`src/rtl/instr_pkg.sv`:
```
// ---------------------------------------------------------------------------
// instr_pkg
// Shared definitions for the instruction-store loader and the writable
// instruction memory.
//   D       : instruction address width (memory depth is 2**D words)
//   W       : machine-code word width
//   word_t  : one machine-code word
//   addr_t  : instruction-memory address
//   count_t : load length, 0..2**D inclusive (one bit wider than addr_t)
//   state_t : loader FSM states
//   range_ok: true when a load of cnt words from base stays inside memory
// ---------------------------------------------------------------------------
package instr_pkg;

    localparam int D = 12;
    localparam int W = 9;

    typedef logic [W-1:0] word_t;
    typedef logic [D-1:0] addr_t;
    typedef logic [D:0]   count_t;

    typedef enum logic [1:0] {
        IDLE,
        WRITE,
        VERIFY,
        FIN
    } state_t;

    localparam logic [D+1:0] DEPTH = (D+2)'(1 << D);

    // The sum is formed two bits wider than an address so that the largest
    // base plus the largest count can never wrap and look legal.
    function automatic logic range_ok(input addr_t base, input count_t cnt);
        logic [D+1:0] end_excl;
        end_excl = {2'b00, base} + {1'b0, cnt};
        return end_excl <= DEPTH;
    endfunction

endpackage

```
`src/rtl/instr_loader_if.sv`:
```
// ---------------------------------------------------------------------------
// instr_loader_if
// Word stream and memory bus between the loader and its surroundings.
//   in_valid/in_data/in_ready : incoming machine-code stream (valid/ready)
//   wr_en/wr_addr/wr_data     : write port of the instruction memory
//   rd_addr/rd_data           : shared combinational read port (readback)
// Modports:
//   master : the loader (accepts the stream, drives the memory bus)
//   slave  : the environment (stream source and instruction memory)
// ---------------------------------------------------------------------------
interface instr_loader_if;
    import instr_pkg::*;

    logic  in_valid;
    word_t in_data;
    logic  in_ready;
    logic  wr_en;
    addr_t wr_addr;
    word_t wr_data;
    addr_t rd_addr;
    word_t rd_data;

    modport master (
        input  in_valid, in_data, rd_data,
        output in_ready, wr_en, wr_addr, wr_data, rd_addr
    );

    modport slave (
        output in_valid, in_data, rd_data,
        input  in_ready, wr_en, wr_addr, wr_data, rd_addr
    );

endinterface

```
`src/rtl/instr_loader.sv`:
```
// ---------------------------------------------------------------------------
// instr_loader
// Streams machine-code words into consecutive instruction-memory addresses,
// then reads the region back and compares running XOR checksums. The core
// is held stalled (hold_core) for the whole operation.
//   clk       : system clock, rising edge
//   reset     : synchronous, active-high
//   start     : one-cycle load request, honoured only when idle
//   base_addr : first address to write, sampled with start
//   count     : number of words (0..2**D), sampled with start
//   bus       : stream + memory bus (master side)
//   busy      : high in every state except IDLE
//   hold_core : equal to busy; stalls fetch and the program counter
//   done      : one-cycle pulse at the end of an operation
//   pass      : readback matched and no range error (valid with done)
//   range_err : base_addr+count exceeded the memory (valid with done)
//   checksum  : XOR of all accepted words of the current/last load
// ---------------------------------------------------------------------------
module instr_loader
    import instr_pkg::*;
(
    input  logic            clk,
    input  logic            reset,
    input  logic            start,
    input  addr_t           base_addr,
    input  count_t          count,
    instr_loader_if.master  bus,
    output logic            busy,
    output logic            hold_core,
    output logic            done,
    output logic            pass,
    output logic            range_err,
    output word_t           checksum
);

    state_t state_q, state_d;
    addr_t  ptr_q;
    addr_t  base_q;
    count_t count_q;
    count_t remaining_q;
    word_t  wsum_q;
    word_t  rsum_q;
    logic   pass_q;
    logic   range_err_q;

    logic   in_range;
    logic   accept;
    logic   last_step;

    assign in_range  = range_ok(base_addr, count);
    assign last_step = (remaining_q == count_t'(1));

    // NOTE: every signal driven here gets a default first, so no path through
    // the case statement can leave one unassigned and infer a latch.
    always_comb begin
        state_d      = state_q;
        accept       = 1'b0;
        bus.in_ready = 1'b0;
        bus.wr_en    = 1'b0;
        bus.wr_addr  = '0;
        bus.wr_data  = '0;
        bus.rd_addr  = '0;
        done         = 1'b0;

        case (state_q)
            IDLE: begin
                if (start) begin
                    if (!in_range || count == '0) begin
                        state_d = FIN;
                    end else begin
                        state_d = WRITE;
                    end
                end
            end
            WRITE: begin
                bus.in_ready = 1'b1;
                if (bus.in_valid) begin
                    accept      = 1'b1;
                    bus.wr_en   = 1'b1;
                    bus.wr_addr = ptr_q;
                    bus.wr_data = bus.in_data;
                    if (last_step) begin
                        state_d = VERIFY;
                    end
                end
            end
            VERIFY: begin
                bus.rd_addr = ptr_q;
                if (last_step) begin
                    state_d = FIN;
                end
            end
            FIN: begin
                done    = 1'b1;
                state_d = IDLE;
            end
            default: state_d = IDLE;
        endcase
    end

    always_ff @(posedge clk) begin
        if (reset) begin
            state_q     <= IDLE;
            ptr_q       <= '0;
            base_q      <= '0;
            count_q     <= '0;
            remaining_q <= '0;
            wsum_q      <= '0;
            rsum_q      <= '0;
            pass_q      <= 1'b0;
            range_err_q <= 1'b0;
        end else begin
            state_q <= state_d;
            case (state_q)
                IDLE: begin
                    if (start) begin
                        base_q      <= base_addr;
                        count_q     <= count;
                        ptr_q       <= base_addr;
                        remaining_q <= count;
                        wsum_q      <= '0;
                        rsum_q      <= '0;
                        range_err_q <= !in_range;
                        // An empty in-range load has nothing to verify and
                        // passes trivially.
                        pass_q      <= in_range && (count == '0);
                    end
                end
                WRITE: begin
                    if (accept) begin
                        wsum_q <= wsum_q ^ bus.in_data;
                        if (last_step) begin
                            // Rewind for readback; remaining now counts
                            // verify cycles.
                            ptr_q       <= base_q;
                            remaining_q <= count_q;
                        end else begin
                            ptr_q       <= ptr_q + 1'b1;
                            remaining_q <= remaining_q - 1'b1;
                        end
                    end
                end
                VERIFY: begin
                    rsum_q      <= rsum_q ^ bus.rd_data;
                    ptr_q       <= ptr_q + 1'b1;
                    remaining_q <= remaining_q - 1'b1;
                    if (last_step) begin
                        // Fold in the final word now so pass is ready in FIN.
                        pass_q <= ((rsum_q ^ bus.rd_data) == wsum_q) && !range_err_q;
                    end
                end
                default: ;
            endcase
        end
    end

    assign busy      = (state_q != IDLE);
    assign hold_core = busy;
    assign pass      = pass_q;
    assign range_err = range_err_q;
    assign checksum  = wsum_q;

endmodule

```
`src/flat_wrapper.sv`:
```
// flat-port wrapper written by rule: the top's interface ports become plain ports
module instr_loader_flat import instr_pkg::*;
  (clk, reset, start, base_addr, count, busy, hold_core, done, pass, range_err, checksum, bus_in_valid, bus_in_data, bus_rd_data, bus_in_ready, bus_wr_en, bus_wr_addr, bus_wr_data, bus_rd_addr);
  instr_loader_if bus_i ();
  input  logic clk;
  input  logic reset;
  input  logic start;
  input  addr_t base_addr;
  input  count_t count;
  output logic busy;
  output logic hold_core;
  output logic done;
  output logic pass;
  output logic range_err;
  output word_t checksum;
  input wire logic [$bits(bus_i.in_valid)-1:0] bus_in_valid;
  input wire logic [$bits(bus_i.in_data)-1:0] bus_in_data;
  input wire logic [$bits(bus_i.rd_data)-1:0] bus_rd_data;
  output wire logic [$bits(bus_i.in_ready)-1:0] bus_in_ready;
  output wire logic [$bits(bus_i.wr_en)-1:0] bus_wr_en;
  output wire logic [$bits(bus_i.wr_addr)-1:0] bus_wr_addr;
  output wire logic [$bits(bus_i.wr_data)-1:0] bus_wr_data;
  output wire logic [$bits(bus_i.rd_addr)-1:0] bus_rd_addr;
  assign bus_i.in_valid = bus_in_valid;
  assign bus_i.in_data = bus_in_data;
  assign bus_i.rd_data = bus_rd_data;
  assign bus_in_ready = bus_i.in_ready;
  assign bus_wr_en = bus_i.wr_en;
  assign bus_wr_addr = bus_i.wr_addr;
  assign bus_wr_data = bus_i.wr_data;
  assign bus_rd_addr = bus_i.rd_addr;
  instr_loader u_core (.clk(clk), .reset(reset), .start(start), .base_addr(base_addr), .count(count), .bus(bus_i), .busy(busy), .hold_core(hold_core), .done(done), .pass(pass), .range_err(range_err), .checksum(checksum));
endmodule
```
`config.mk`:
```
export PLATFORM = sky130hd
export DESIGN_NAME = instr_loader_flat
export DESIGN_NICKNAME = d
export VERILOG_FILES = /design/src/rtl/instr_pkg.sv /design/src/rtl/instr_loader_if.sv /design/src/rtl/instr_loader.sv /design/src/flat_wrapper.sv
export SDC_FILE = /design/constraint.sdc
export NUM_CORES = 1
export LEC_CHECK = 0
export ABC_CLOCK_PERIOD_IN_PS = 3300
export BUFFER_PORTS_ARGS = -buffer_cell sky130_fd_sc_hd__buf_4
export CORE_ASPECT_RATIO = 1.2
export CORE_MARGIN = 2
export CORE_UTILIZATION = 35
export CTS_CLUSTER_SIZE = 10
export DETAILED_ROUTE_END_ITERATION = 10
export SETUP_SLACK_MARGIN = 0.1
export SYNTH_ARGS = -nofsm -noshare
export SYNTH_HDL_FRONTEND = slang
export SYNTH_SLANG_ARGS = --single-unit
```
`constraint.sdc`:
```
create_clock -name clk -period 3.3 [get_ports clk]
set_input_delay 0.33 -clock clk [delete_from_list [all_inputs] [get_ports clk]]
set_output_delay 0.33 -clock clk [all_outputs]
set_load 0.02 [all_outputs]
```
==> results of run 1 <==
how the worst min path moves through the flow:
stage,startpoint,endpoint,depth (start not counted)
finish,base_addr[4],u_core.base_q[4]$_SDFFE_PP0P_,3
global route,base_addr[4],u_core.base_q[4]$_SDFFE_PP0P_,3
CTS,base_addr[0],u_core.base_q[0]$_SDFFE_PP0P_,3
detailed placement,u_core.base_q[2]$_SDFFE_PP0P_,u_core.base_q[2]$_SDFFE_PP0P_,2
global placement,u_core.base_q[11]$_SDFFE_PP0P_,u_core.base_q[11]$_SDFFE_PP0P_,2
floorplan,u_core.base_q[9]$_SDFFE_PP0P_,u_core.base_q[9]$_SDFFE_PP0P_,2
sequential cells by signal, summed over array words and instances (netlist names):
name	count
u_core.base_q	12
u_core.checksum	9
u_core.remaining_q	13
u_core.rsum_q	9
u_core.pass	1
u_core.ptr_q	12
u_core.range_err	1
u_core.state_q	2
u_core.count_q	13
where the power goes:
group / switching [µW] / internal [µW]
registers: 320 / 1150
logic: 1810 / 1190
clock network: 360 / 543
per-stage QoR:
| stage | instance area, µm² | utilization (%) |
|---|---|---|
| after floorplan | 4780 | - |
| after global placement | 5600 | 42.2 |
| after detailed placement | 5600 | 42.2 |
| after CTS | 5880 | 44.2 |
| after global routing | 5880 | 44.2 |
| final | 5880 | 44.2 |
layout make-up:
cell class / count / share of cell area, %
flip-flops and latches: 72 / 24.5
inverters: 12 / 0.766
multi-input cells: 506 / 53.0
clock buffers: 12 / 4.36
well taps: 168 / 3.58
clock inverters: 3 / 0.298
repair buffers: 104 / 13.5
cell usage in the layout, fill, tap and decap left out, types with 2 or more instances in the layout:
cell type,instances
nand3_1,9
nand3b_1,3
o21ai_1,7
o21a_1,3
o211ai_1,7
a21o_1,4
nand2b_1,4
nor2b_1,2
clkbuf_16,9
inv_1,12
and3_1,23
nor3b_1,2
xnor2_1,23
and4_1,5
nor3_1,6
o21bai_1,2
clkbuf_8,2
or3_1,4
a22oi_1,25
or2_2,2
o311a_1,2
and2_1,15
clkinv_2,2
o21ai_0,12
nor4_1,7
a31oi_1,8
a21oi_1,60
ha_1,19
nand4_1,6
a211oi_1,17
nand2_1,100
buf_4,103
a221o_1,2
mux2i_1,9
xor2_1,26
nor2_1,69
dfxtp_1,72
per-layer routing:
metal | routed length, µm | up-vias | share of wire (%)
met4 | 128 | 0 | 0.90
met1 | 6530 | 2238 | 46
met5 | 0 | - | 0
li1 | - | 2376 | -
met3 | 727 | 6 | 5.1
met2 | 6800 | 147 | 48
kinds of logic after synthesis:
logic type / synth area share, %
AND/OR/NAND/NOR: 27.0
adder cells (fa/ha/maj): 5.40
buffers and inverters: 4.64
AO/OA/AOI/OAI: 21.9
XOR/XNOR: 8.98
multiplexers: 1.89
flip-flops: 30.2
worst min-delay path: stages:
cell     delay (ns)
buf_4          0.12
nand2_1        0.05
a21oi_1        0.05
==> results.md, run 1 <==
- Status: finished clean
- Longest Clk Path Bufs: 2
- Top Family by Delay on Critical Path: compound AO/OA/AOI/OAI gates
- Final hold vios: 0
- Register area share after synthesis: 30.2%
- FF-to-FF setup slack: roughly 0.5 ns
- Achievable Freq: 350 MHz
- Critical path's slowest cell: fa_1
- Worst-Margin Slew: approximately 0.84 ns
- Met1 GRT Util: about a quarter
- Placed cell count: 862
- Synth area leader: dfxtp_1
- CTS sink cnt: 72
- First-pass GRT wire length: around 23000 µm
- Hold buffers post-CTS: 0
- Crit path required time: 3.52 ns
- Startpoint type of the worst setup path: primary input
- H-tree depth: 3
- Mapped cell area: between 0.004 and 0.005 mm²
- Commonest cells in the synthesized netlist: 100 x nand2_1, 72 x dfxtp_1, 69 x nor2_1
- Row count: 46
- Total grt overflow: 0
- Pleak: 0.00250 µW
- Final Routed Wirelength: ~14000 µm
- Max-cap violations: 0
- Largest net degree at the start of global routing: slightly above 60
- Global route hottest layer: met2
- Crit path buffers/inverters: 1
- Post-synth top area share: between 30% and 40%
- Number of port buffers: 95
- Ys async rst share: 0%
- Most frequent cell after synthesis: nand2_1
- Vias in the first global route: about 4400
- Top FF cell, synth: dfxtp_1
- Worst Slack Setup Final: ~0.44 ns
- Final ANT Viol Nets: 0
- Via count: approximately 4800
- Crit path capture type: flop
- Post_cts resized: 0
- Filler instances: between 1000 and 1500
- Num CTS Buffers: 9
- Top post-synthesis cells by area: dfxtp_1 30%, nand2_1 7.9%, a21oi_1 6.3%
- Clock transition at path regs: 0.06 ns
- DIE AREA: around 0.015 mm²
- Post-Syn Area per Cell: between 7 and 8 µm²
- Unrepaired setup endpoints after global routing: no
- CTS tree: yes
- Wirelength per Cell: between 15 and 20 µm
- Share of cells above drive strength 1: 18.3%
- Period utilization: about 87%
- Critical path cell sequence: buf_4 -> ha_1 -> fa_1 -> a211oi_1 -> o21bai_1 -> and4_1 -> o32ai_1 -> nand4_1 -> a21oi_1 -> nor2_2 -> o311a_1
- Drt first pass iters: 5
- WP depth: 11
- Seq. cell area: 0.00144 mm²
- Worst Hold Class: in2reg
- Ports: 96
- Core footprint: 0.0133 mm²
- Pwr Total: between 5000 and 6000 µW
- DR iter-0 viols: 343
- Final setup vio count: 0
- Peak VDD IR: roughly 0.00046 V
- Die Ht: ~130 µm
- Gp weighted congestion: about 1.0
- Worst-Skew Late Latency: 0.33 ns
- Synth Net Count: 697
- Vias per cell: 5.44
- Final #Nets: between 700 and 800
- Number of setup buffers added after CTS: 0
- Min cycle time layout: between 2 and 3 ns
- GR met2 Demand/Resource: 31.9%
- CP max stage delay: just over 0.4 ns
- Syn. warnings: 0
- Slew Limit Fails: 0
- # DRC: 0
- HPWL after DPL: ~10000 µm
- Worst r2r path cells: 8
- Count of different cell masters after synthesis: between 60 and 70
- Fin cells: ~880
- R2r endpoint: u_core.remaining_q[6]$_SDFFE_PP0P_
- Initial Utilization: between 30% and 40%
- # diodes: 0
- Hold WS: roughly 0.27 ns
- Largest fanout on the critical path: 3
- Slew margin rel.: between 40% and 50%
- Overall routing resource usage: between 10% and 20%
- Place WS: about 0.14 ns
- Setup TNS: 0 ns
- Worst setup endpoint: u_core.state_q[1]$_SDFFE_PP0P_
- Clk root buf: clkbuf_16
- Initial antenna violation count: 0
- Area growth syn-to-layout: 23.0%
- Yosys reg bits: 72
- EDFF count, synth: 0
- Area of the multi-input gates: 0.00311 mm²
- Met3 Use GR: around 4%
- Post-synthesis cell count: 630
- Setup Skew: between 0.009 and 0.01 ns
- Worst r2r src: u_core.remaining_q[4]$_SDFFE_PP0P_
- Crit path arrival time: just over 3 ns
- Critical setup path kind: in2reg
- Crit. Startpoint: base_addr[0]
- Die Wd: around 110 µm
- Pwr Density: slightly above 900 mW/mm²
Power figures use the tool's default switching activity.
==> inputs of run 2 (changes only) <==
Settings changed: BUFFER_PORTS_ARGS -buffer_cell sky130_fd_sc_hd__buf_4 to default, CTS_CLUSTER_SIZE 10 to default, DONT_BUFFER_PORTS from default to 1, SLEW_MARGIN from default to 20.
==> results.md, run 2 (synthesized netlist as in run 1, its figures left out) <==
- Worst Slack Setup Final: 0.552 ns (was 0.444 ns)
- Clk root buf: clkbuf_16 (unchanged)
- Number of port buffers: 0 (was 95)
- Longest Clk Path Bufs: 2 (unchanged)
- Startpoint type of the worst setup path: flop (was primary input)
- First-pass GRT wire length: 22500 µm (was 22900 µm)
- Filler instances: 1367 (was 1333)
- Largest fanout on the critical path: 22 (was 3)
- Largest net degree at the start of global routing: 61 (unchanged)
- Setup TNS: 0 ns (unchanged)
- Final hold vios: 0 (unchanged)
- Period utilization: 83.3% (was 86.6%)
- Number of setup buffers added after CTS: 0 (unchanged)
- Worst-Margin Slew: 0.827 ns (was 0.835 ns)
- Vias per cell: 5.70 (was 5.44)
- Final setup vio count: 0 (unchanged)
- Biggest regs: u_core.count_q x13, u_core.remaining_q x13 (unchanged)
- Hold endpoint: u_core.rsum_q[8]$_SDFFE_PP0P_ (was u_core.base_q[4]$_SDFFE_PP0P_)
- Overall routing resource usage: 19.0% (was 19.1%)
- Clock transition at path regs: 0.06 ns (about the same)
- Hold Path Cell Cnt: 1 (was 3)
- Critical setup path kind: reg2reg (was in2reg)
- Crit path capture type: flop (unchanged)
- Share of cells above drive strength 1: 5.86% (was 18.3%)
- Num CTS Buffers: 9 (unchanged)
- Hold path start: reset (was base_addr[4])
- DR iter-0 viols: 288 (was 343)
- Worst r2r path cells: 8 (unchanged)
- Worst-Skew Late Latency: 0.34 ns (was 0.33 ns)
- Status: finished clean (unchanged)
- R2r endpoint: u_core.remaining_q[8]$_SDFFE_PP0P_ (was u_core.remaining_q[6]$_SDFFE_PP0P_)
- Initial Utilization: 35.9% (unchanged)
- H-tree depth: 3 (unchanged)
- Pwr Density: 991 mW/mm² (was 914 mW/mm²)
- Crit path arrival time: 2.98 ns (was 3.08 ns)
- Pleak: 0.00202 µW (was 0.00250 µW)
- Commonest non-fill, non-tap cells in the layout: 100 x nand2_1, 72 x dfxtp_1, 69 x nor2_1 (was 103 x buf_4, 100 x nand2_1, 72 x dfxtp_1)
- Vias in the first global route: 4126 (was 4414)
- Gp weighted congestion: 0.895 (was 1.01)
- Drt first pass iters: 5 (unchanged)
- Final ANT Viol Nets: 0 (unchanged)
- Unrepaired setup endpoints after global routing: no (unchanged)
- Via count: 4456 (was 4767)
- # DRC: 0 (unchanged)
- Min cycle time layout: 2.75 ns (was 2.86 ns)
- Final core occ: 38.8% (was 44.2%)
- Seq. cell area: 0.00144 mm² (unchanged)
- Final Routed Wirelength: 14100 µm (was 14200 µm)
- Post_cts resized: 0 (unchanged)
- HPWL after DPL: 10000 µm (was 10300 µm)
- Slew margin rel.: 44.9% (was 44.3%)
- Max-cap violations: 0 (unchanged)
- Final #Nets: 677 (was 772)
- CTS tree: yes (unchanged)
- DIE AREA: 0.0146 mm² (unchanged)
- Die Wd: 111 µm (unchanged)
- Worst Hold Class: in2reg (unchanged)
- Hold buffers post-CTS: 0 (unchanged)
- Area growth syn-to-layout: 8.12% (was 23.0%)
- Ports: 96 (unchanged)
- Slew Limit Fails: 0 (unchanged)
- Commonest non-fill, non-tap cell in the layout: nand2_1 (was buf_4)
- FF-to-FF setup slack: 0.55 ns (was 0.50 ns)
- Setup Skew: 0.00815 ns (was 0.00973 ns)
- Total grt overflow: 0 (unchanged)
- Pwr Total: 5120 µW (was 5370 µW)
- Crit. Startpoint: u_core.remaining_q[4]$_SDFFE_PP0P_ (was base_addr[0])
- Wirelength per Cell: 18.0 µm (was 16.2 µm)
- Initial antenna violation count: 0 (unchanged)
- Core footprint: 0.0133 mm² (unchanged)
- Peak VDD IR: 0.000553 V (was 0.000459 V)
- Worst r2r src: u_core.remaining_q[4]$_SDFFE_PP0P_ (unchanged)
- Place WS: 0.315 ns (was 0.138 ns)
- Area of the multi-input gates: 0.00311 mm² (unchanged)
- Achievable Freq: 364 MHz (was 350 MHz)
- Crit path required time: 3.53 ns (was 3.52 ns)
- CTS sink cnt: 72 (unchanged)
- Die Ht: 132 µm (unchanged)
- # diodes: 0 (unchanged)
- Row count: 46 (unchanged)
==> run 2: critical path, stage by stage, from the launching register on <==
cell and delay, ns:
dfxtp_1 0.37, or4_4 0.60, nor4_4 0.21, nand4b_2 0.29, a21o_1 0.55, a22oi_1 0.29, a211oi_1 0.10, a21oi_1 0.16
nor2_1 0.06
==> run 2: stage by stage <==
step | hold slack (ns) | cell area (µm²) | std cells
global route | 0.0452 | 5160 | 782
detailed placement | 0.417 | 4880 | 767
finish | 0.0548 | 5160 | 782
floorplan | 0.436 | 4780 | 630
global placement | 0.412 | 4880 | 767
CTS | 0.0538 | 5160 | 782
==> run 2: area by class of cell <==
type | count | share of cell area [%]
Clock buffer | 9 | 4.36
Clock inverter | 6 | 1.19
Inverter | 12 | 0.872
Multi-Input combinational cell | 506 | 60.3
Sequential cell | 72 | 27.9
Tap cell | 168 | 4.07
Timing Repair Buffer | 9 | 1.31
==> run 2: how the worst max path moves through the flow <==
stage / endpoint / slack [ns] / cells past startpoint
global route: u_core.remaining_q[8]$_SDFFE_PP0P_ / 0.35 / 8
finish: u_core.remaining_q[8]$_SDFFE_PP0P_ / 0.55 / 8
CTS: u_core.remaining_q[7]$_SDFFE_PP0P_ / 0.54 / 8
floorplan: u_core.state_q[1]$_SDFFE_PP0P_ / 0.56 / 10
global placement: u_core.state_q[1]$_SDFFE_PP0P_ / 0.38 / 10
detailed placement: u_core.state_q[1]$_SDFFE_PP0P_ / 0.32 / 10
==> run 2: metal layers <==
metal  GRT usage [%]  routed length (µm)  vias up
met5               0                   0        -
met4            5.69                 180        0
met3            6.07                1060       13
met2            31.5                6550      162
met1            23.6                6270     2081
li1                -                   -     2200
==> run 2: report_power, final <==
part	internal (µW)	switching, µW	leakage, µW
sequential	1150	384	0.000591
combinational	962	1660	0.00129
clock	578	386	0.000141
